$ cat src/rtl/vending_machinef.sv
// Coin-operated vending controller for a single 15 rs item.
// Tracks 0/5/10 rs credit, dispenses, returns change, refunds on idle timeout.
module vending_machinef #(
    parameter int TIMEOUT = 16
) (
    input  logic       clk,
    input  logic       rst,
    input  logic [1:0] in,
    output logic [1:0] out,
    output logic [1:0] change,
    output logic [2:0] state_led
);

    localparam int CW = (TIMEOUT > 0) ? $clog2(TIMEOUT + 1) : 1;
    localparam int TLIM = (TIMEOUT > 0) ? TIMEOUT - 1 : 0;

    localparam logic [1:0] IDLE = 2'd0;
    localparam logic [1:0] S5   = 2'd1;
    localparam logic [1:0] S10  = 2'd2;

    localparam logic [1:0] COIN_NONE = 2'b00;
    localparam logic [1:0] COIN_5    = 2'b01;
    localparam logic [1:0] COIN_10   = 2'b10;

    localparam logic [CW-1:0] CNT_LIM = CW'(TLIM);
    localparam logic [CW-1:0] CNT_MAX = '1;

    logic [1:0]    state_q, state_d;
    logic [1:0]    out_q, out_d;
    logic [1:0]    change_q, change_d;
    logic [CW-1:0] cnt_q, cnt_d;

    always_comb begin
        state_d  = state_q;
        out_d    = 2'b00;
        change_d = 2'b00;
        cnt_d    = cnt_q;
        case (in)
            COIN_5: begin
                cnt_d = '0;
                case (state_q)
                    IDLE:    state_d = S5;
                    S5:      state_d = S10;
                    S10: begin
                        state_d = IDLE;
                        out_d   = 2'b01;
                    end
                    default: state_d = IDLE;
                endcase
            end
            COIN_10: begin
                cnt_d = '0;
                case (state_q)
                    IDLE:    state_d = S10;
                    S5: begin
                        state_d = IDLE;
                        out_d   = 2'b01;
                    end
                    S10: begin
                        state_d  = IDLE;
                        out_d    = 2'b01;
                        change_d = 2'b01;
                    end
                    default: state_d = IDLE;
                endcase
            end
            COIN_NONE: begin
                // refund fires on the edge the count would reach TIMEOUT
                if (TIMEOUT > 0 && state_q != IDLE) begin
                    if (cnt_q == CNT_LIM) begin
                        state_d  = IDLE;
                        change_d = (state_q == S10) ? 2'b10 : 2'b01;
                        cnt_d    = '0;
                    end else if (cnt_q != CNT_MAX) begin
                        cnt_d = cnt_q + 1'b1;
                    end
                end
            end
            default: out_d = 2'b10;
        endcase
        if (state_d == IDLE) cnt_d = '0;
    end

    always_ff @(posedge clk or posedge rst) begin
        if (rst) begin
            state_q  <= IDLE;
            out_q    <= 2'b00;
            change_q <= 2'b00;
            cnt_q    <= '0;
        end else begin
            state_q  <= state_d;
            out_q    <= out_d;
            change_q <= change_d;
            cnt_q    <= cnt_d;
        end
    end

    assign out    = out_q;
    assign change = change_q;

    always_comb begin
        state_led = 3'b001;
        case (state_q)
            S5:      state_led = 3'b010;
            S10:     state_led = 3'b100;
            default: state_led = 3'b001;
        endcase
    end

endmodule

$ cat config.mk
export PLATFORM = sky130hd
export DESIGN_NAME = vending_machinef
export DESIGN_NICKNAME = d
export VERILOG_FILES = /design/src/rtl/vending_machinef.sv
export SDC_FILE = /design/constraint.sdc
export NUM_CORES = 1
export LEC_CHECK = 0
export ABC_AREA = 1
export BUFFER_PORTS_ARGS = -buffer_cell sky130_fd_sc_hd__buf_4
export CORE_UTILIZATION = 45
export CTS_CLUSTER_DIAMETER = 150
export DETAILED_ROUTE_END_ITERATION = 16
export MAX_ROUTING_LAYER = met4
export PLACE_DENSITY_LB_ADDON = 0.3
export SKIP_CTS_REPAIR_TIMING = 1
export SYNTH_ARGS = -nofsm -noshare
export SYNTH_HDL_FRONTEND = slang
export SYNTH_SLANG_ARGS = --single-unit
$ cat constraint.sdc
create_clock -name clk -period 1.9 [get_ports clk]
set_clock_uncertainty 0.15 [all_clocks]
set_input_delay 0.19 -clock clk [delete_from_list [all_inputs] [get_ports clk]]
set_output_delay 0.19 -clock clk [all_outputs]
set_load 0.01 [all_outputs]
==> metrics.yaml, run 1 <==
run_status: "finished clean"
netlist_area_um2: 698
drc: 0
postLayoutCoreUtil_pct: 60.7
ys_types: 17
startpoint_type: "register"
clk-insertion-delay-late_ps: 270
max_slew_margin_pct: 72.6
viasPerCell: 4.82
die_x_um: 41.4
drive_gt1_share_pct: 24.7
power_density_nw_per_um2: 771
ys_warn_count: 0
final_nets: 111
worstPathRequired_ps: 1920
htree_levels: 1
drt_iter0_markers: 11
grt_pass1_wl_um: 1900
totalWireLength_um: 1160
core.rowCount: 13
synthTopCellsByCount: "inv_1 (17), nand2_1 (12), dfrtp_1 (11), ha_1 (9), nor2_1 (9)"
port-buffer-count: 10
drtPass1Iterations: 4
max_cap_viol_count: 0
io_pins: 11
syn_nets: 95
cts_tree: "done"
hold_path_class: "in -> reg"
synthArstFlopShare_pct: 100
synthesis.instances: 82
synth_ff_type: "dfrtp_1"
synth_edf_count: 0
antenna_found_initial: 0
fin_area_um2: 830
syn_area_per_cell_um2: 8.51
area_growth_pct: 18.8
routedWlPerCell_um: 10.3
antenna_left: 0
path_max_fanout: 5
finalCritPeriodShare_pct: 85.3
placement.cell_area_um2: 792
crit_type: "reg -> reg"
vias: 540
synth_top_area_share_pct: 39.4
root_buffer: "clkbuf_4"
yosysMostFrequentCell: "inv_1"
initial_core_util_pct: 51.1
rsz0062_at_grt: "no"
die_y_um: 41.4
synth_seq_cells: 11
gp_congestion: 0.841
clkTransAtPathRegs_ps: 70
finalSetupTns_ps: 0
timing.hold.ws_ps: 119
track_usage_pct: 18.8
clock.fmax_mhz: 617
arrival_ps: 1640
grt.overflow.total: 0
maxSlewViolCount: 0
first_global_vias: 471
dp_hpwl_um: 931
hold_viol_final: 0
cellLeakagePower_nw: 0.442
cts_buffers: 3
end_kind: "register"
grt_max_degree: 12
seq_area_frac_synth_pct: 39.4
clk_path_buf_depth: 2
die_area_um2: 1710
irDropWorstVdd_mv: 0.415
period_needed_ps: 1620
n_antenna_cell: 0
tightest_slew_ps: 410
ys_top_cells_by_area: "dfrtp_1 (39%), ha_1 (16%), inv_1 (9.1%)"
yosys.area.top_type: "dfrtp_1"
fp.coreArea_um2: 1370
cts.sinks: 11
finalSetupViolations: 0
-- cell type report --
class / instances / area (µm²)
fillers: 130 / 537
multi-input cells: 54 / 359
flip-flops and latches: 11 / 275
repair buffers: 11 / 85.1
inverters: 17 / 63.8
clock buffers: 3 / 22.5
well taps: 15 / 18.8
clock inverters: 1 / 5.00
-- sequential cells by signal, summed over array words and instances (netlist names) --
name,flops
cnt_q,5
change,2
out,2
state_q,2
-- logic make-up after synthesis --
| logic type | share of synthesized area [%] |
|---|---|
| compound gates | 5.55 |
| xor+xnor | 1.25 |
| fa+ha+maj | 16.1 |
| buf+inv | 9.14 |
| flops | 39.4 |
| simple gates | 28.5 |
-- final timing paths --
path | start | endpoint | slack, ps | cells after the start
min | in[1] | out[1] | 120 | 2
max in group asynchronous | rst | out[0] | 1000 | 3
min in group asynchronous | rst | cnt_q[2] | 310 | 3
max reg2reg | state_q[0] | cnt_q[3] | 280 | 8
max | state_q[0] | cnt_q[3] | 280 | 8
min reg2reg | cnt_q[4] | cnt_q[4] | 390 | 2
-- layer usage --
metal	GRT usage (%)	routed length [µm]	vias up
met4	7.26	17	0
met2	29.7	553	12
met3	7.98	51	4
met1	20.9	536	242
li1	-	-	282
met5	-	0	-
-- stage by stage --
stage                     setup WS [ps]  instances  total power (W)
after detailed placement            285        107         0.000488
after global placement              320        107         0.000483
after CTS                           275        111         0.000647
after global routing                147        112         0.000688
final                               280        112         0.000639
after floorplan                     402         82         0.000418
-- power by group --
part | switching, W | internal (W) | total, W
logic | 0.000126 | 0.0000925 | 0.000218
clock network | 0.0000785 | 0.0000780 | 0.000157
registers | 0.0000128 | 0.000252 | 0.000265
-- worst max-delay path, cell delays in order, from the launching register on --
cell and delay, ps:
dfrtp_1 390, inv_1 80, ha_1 260, a21oi_1 210, nand2_2 80, nand2_1 80, nand2_2 70, nor2_4 120
nor2_1 70
-- cells in the final DEF (no fill, tap or decap), types with 2 or more instances in the layout --
master and n:
a21oi_1 3, buf_4 10, clkbuf_4 3, dfrtp_1 11, ha_1 9, inv_1 17, nand2_1 12, nand2_2 5
nand2_4 2, nand3_1 4, nor2_1 9, nor2_4 2, o21ai_1 2
(Power assumes the default switching activity.)
==> run 2: changes to the inputs <==
--- a/config.mk
+++ b/config.mk
@@ -7,11 +7,13 @@
 export LEC_CHECK = 0
 export ABC_AREA = 1
 export BUFFER_PORTS_ARGS = -buffer_cell sky130_fd_sc_hd__buf_4
+export CAP_MARGIN = 15
 export CORE_UTILIZATION = 45
 export CTS_CLUSTER_DIAMETER = 150
 export DETAILED_ROUTE_END_ITERATION = 16
 export MAX_ROUTING_LAYER = met4
 export PLACE_DENSITY_LB_ADDON = 0.3
+export RECOVER_POWER = 50
 export SKIP_CTS_REPAIR_TIMING = 1
 export SYNTH_ARGS = -nofsm -noshare
 export SYNTH_HDL_FRONTEND = slang
==> constraint.sdc (replaced) <==
create_clock -name clk -period 1.6 [get_ports clk]
set_clock_uncertainty 0.15 [all_clocks]
set_input_delay 0.16 -clock clk [delete_from_list [all_inputs] [get_ports clk]]
set_output_delay 0.16 -clock clk [all_outputs]
set_load 0.01 [all_outputs]
==> run 2 against run 1 <==
Count of clock-buffer cells in the layout up 1; register-to-register slack got worse by 200 ps; combinational power grew 43%; fmax is 6.9% higher; cell area increased by 2.6%; cell count grew 1.8%; largest power group unchanged.
==> metrics.yaml, run 2 (same netlist as run 1, synthesis figures left out) <==
path_max_fanout: 5
cts_tree: "done"
hold_viol_final: 0
max_slew_margin_pct: 72.1
top_register: "cnt_q"
timing.hold.ws_ps: 110
htree_levels: 1
drtPass1Iterations: 4
crit_type: "reg -> reg"
power_density_nw_per_um2: 953
startpoint_type: "register"
n_antenna_cell: 0
port-buffer-count: 10
drive_gt1_share_pct: 26.3
final_common_cell: "inv_1"
num-fill-cells: 123
cts.sinks: 11
die_y_um: 41.4
final_nets: 113
max_cap_viol_count: 0
root_buffer: "clkbuf_4"
antenna_left: 0
initial_core_util_pct: 51.1
arrival_ps: 1530
drt_iter0_markers: 4
die_area_um2: 1710
cts_buffers: 3
track_usage_pct: 19.2
tightest_slew_ps: 418
fin_cells: 114
run_status: "finished clean"
grt_max_degree: 12
maxSlewViolCount: 0
fp.coreArea_um2: 1370
vias: 548
core.rowCount: 13
period_needed_ps: 1520
irDropWorstVdd_mv: 0.596
grt_pass1_wl_um: 1930
largest_reg_flops: 5
io_pins: 11
clkTransAtPathRegs_ps: 70
cellLeakagePower_nw: 0.437
end_kind: "register"
gp_congestion: 0.824
hold_path_class: "in -> reg"
placed_cells: 108
antenna_found_initial: 0
grt.overflow.total: 0
drc: 0
clock.fmax_mhz: 660
routedWlPerCell_um: 10.9
clk_path_buf_depth: 2
worstPathRequired_ps: 1610
dp_hpwl_um: 970
finalPower_w: 0.000811
rsz0062_at_grt: "no"
clk-insertion-delay-late_ps: 270
area_growth_pct: 21.9
finalCritPeriodShare_pct: 94.7
finalSetupViolations: 0
die_x_um: 41.4
final_cell_mix: "inv_1 (16), nand2_1 (12), dfrtp_1 (11), nor2_1 (9), buf_4 (8)"
totalWireLength_um: 1240
viasPerCell: 4.81
first_global_vias: 496
[run 2: cell count changes in the layout (fill, tap and decap cells not counted)]
cell | before | now
clkbuf_1 | 0 | 4
buf_4 | 10 | 8
ha_1 | 9 | 7
a21oi_1 | 3 | 2
a21oi_2 | 0 | 1
clkbuf_4 | 3 | 4
clkinv_2 | 1 | 0
ha_2 | 0 | 1
ha_4 | 0 | 1
inv_1 | 17 | 16
inv_2 | 0 | 1
[run 2: final cells by class]
type                       instances  area, µm²  share of cell area (%)
sequential                        11        275                    32.4
tap                               15       18.8                    2.21
multi-input combinational         54        378                    44.4
clock buffer                       4       26.3                    3.09
inverter                          17       63.8                    7.50
timing repair buffer              13       88.8                    10.4
[run 2: routing by layer]
metal / part of all wire [%] / track usage [%] / wire length (µm) / up-vias
met5: 0 / - / 0 / -
met3: 4.3 / 7.98 / 53 / 4
met4: 1.9 / 9.68 / 23 / 0
met2: 46 / 31.6 / 574 / 10
li1: - / - / - / 288
met1: 47 / 19.7 / 585 / 246
[run 2: metrics by stage]
stage                     utilization (%)  cell area, µm²  setup TNS (ps)  worst slack [ps]
after floorplan                         -             698               0               102
after global placement               58.5             800               0              27.9
final                                62.3             851               0              84.2
after CTS                            60.4             826            -227             -53.5
after global routing                 62.3             851               0              11.3
after detailed placement             58.5             800            -191             -46.7
[run 2: path summary, 6_finish.rpt]
kind,start,endpoint,slack [ps],cells past startpoint
max,state_q[0],cnt_q[3],80,7
min,in[1],out[1],110,2
max reg2reg,state_q[0],cnt_q[3],80,7
min reg2reg,cnt_q[4],cnt_q[4],400,2
max in group asynchronous,rst,cnt_q[1],720,3
min in group asynchronous,rst,change[1],280,3
[run 2: worst max-delay path: stages, from the launching register on]
cell	delay, ps
dfrtp_1	400
inv_2	80
ha_4	180
a22o_1	210
nand2_1	120
nand2_4	70
nor2_4	140
nor2_1	60
[run 2: report_power, final]
part | leakage (nW) | total (W) | internal, W | switching, W
registers | 0.150 | 0.000311 | 0.000299 | 0.0000122
clock network | 0.0150 | 0.000189 | 0.0000967 | 0.0000921
logic | 0.272 | 0.000311 | 0.000139 | 0.000172
total | 0.437 | 0.000811 | 0.000535 | 0.000276
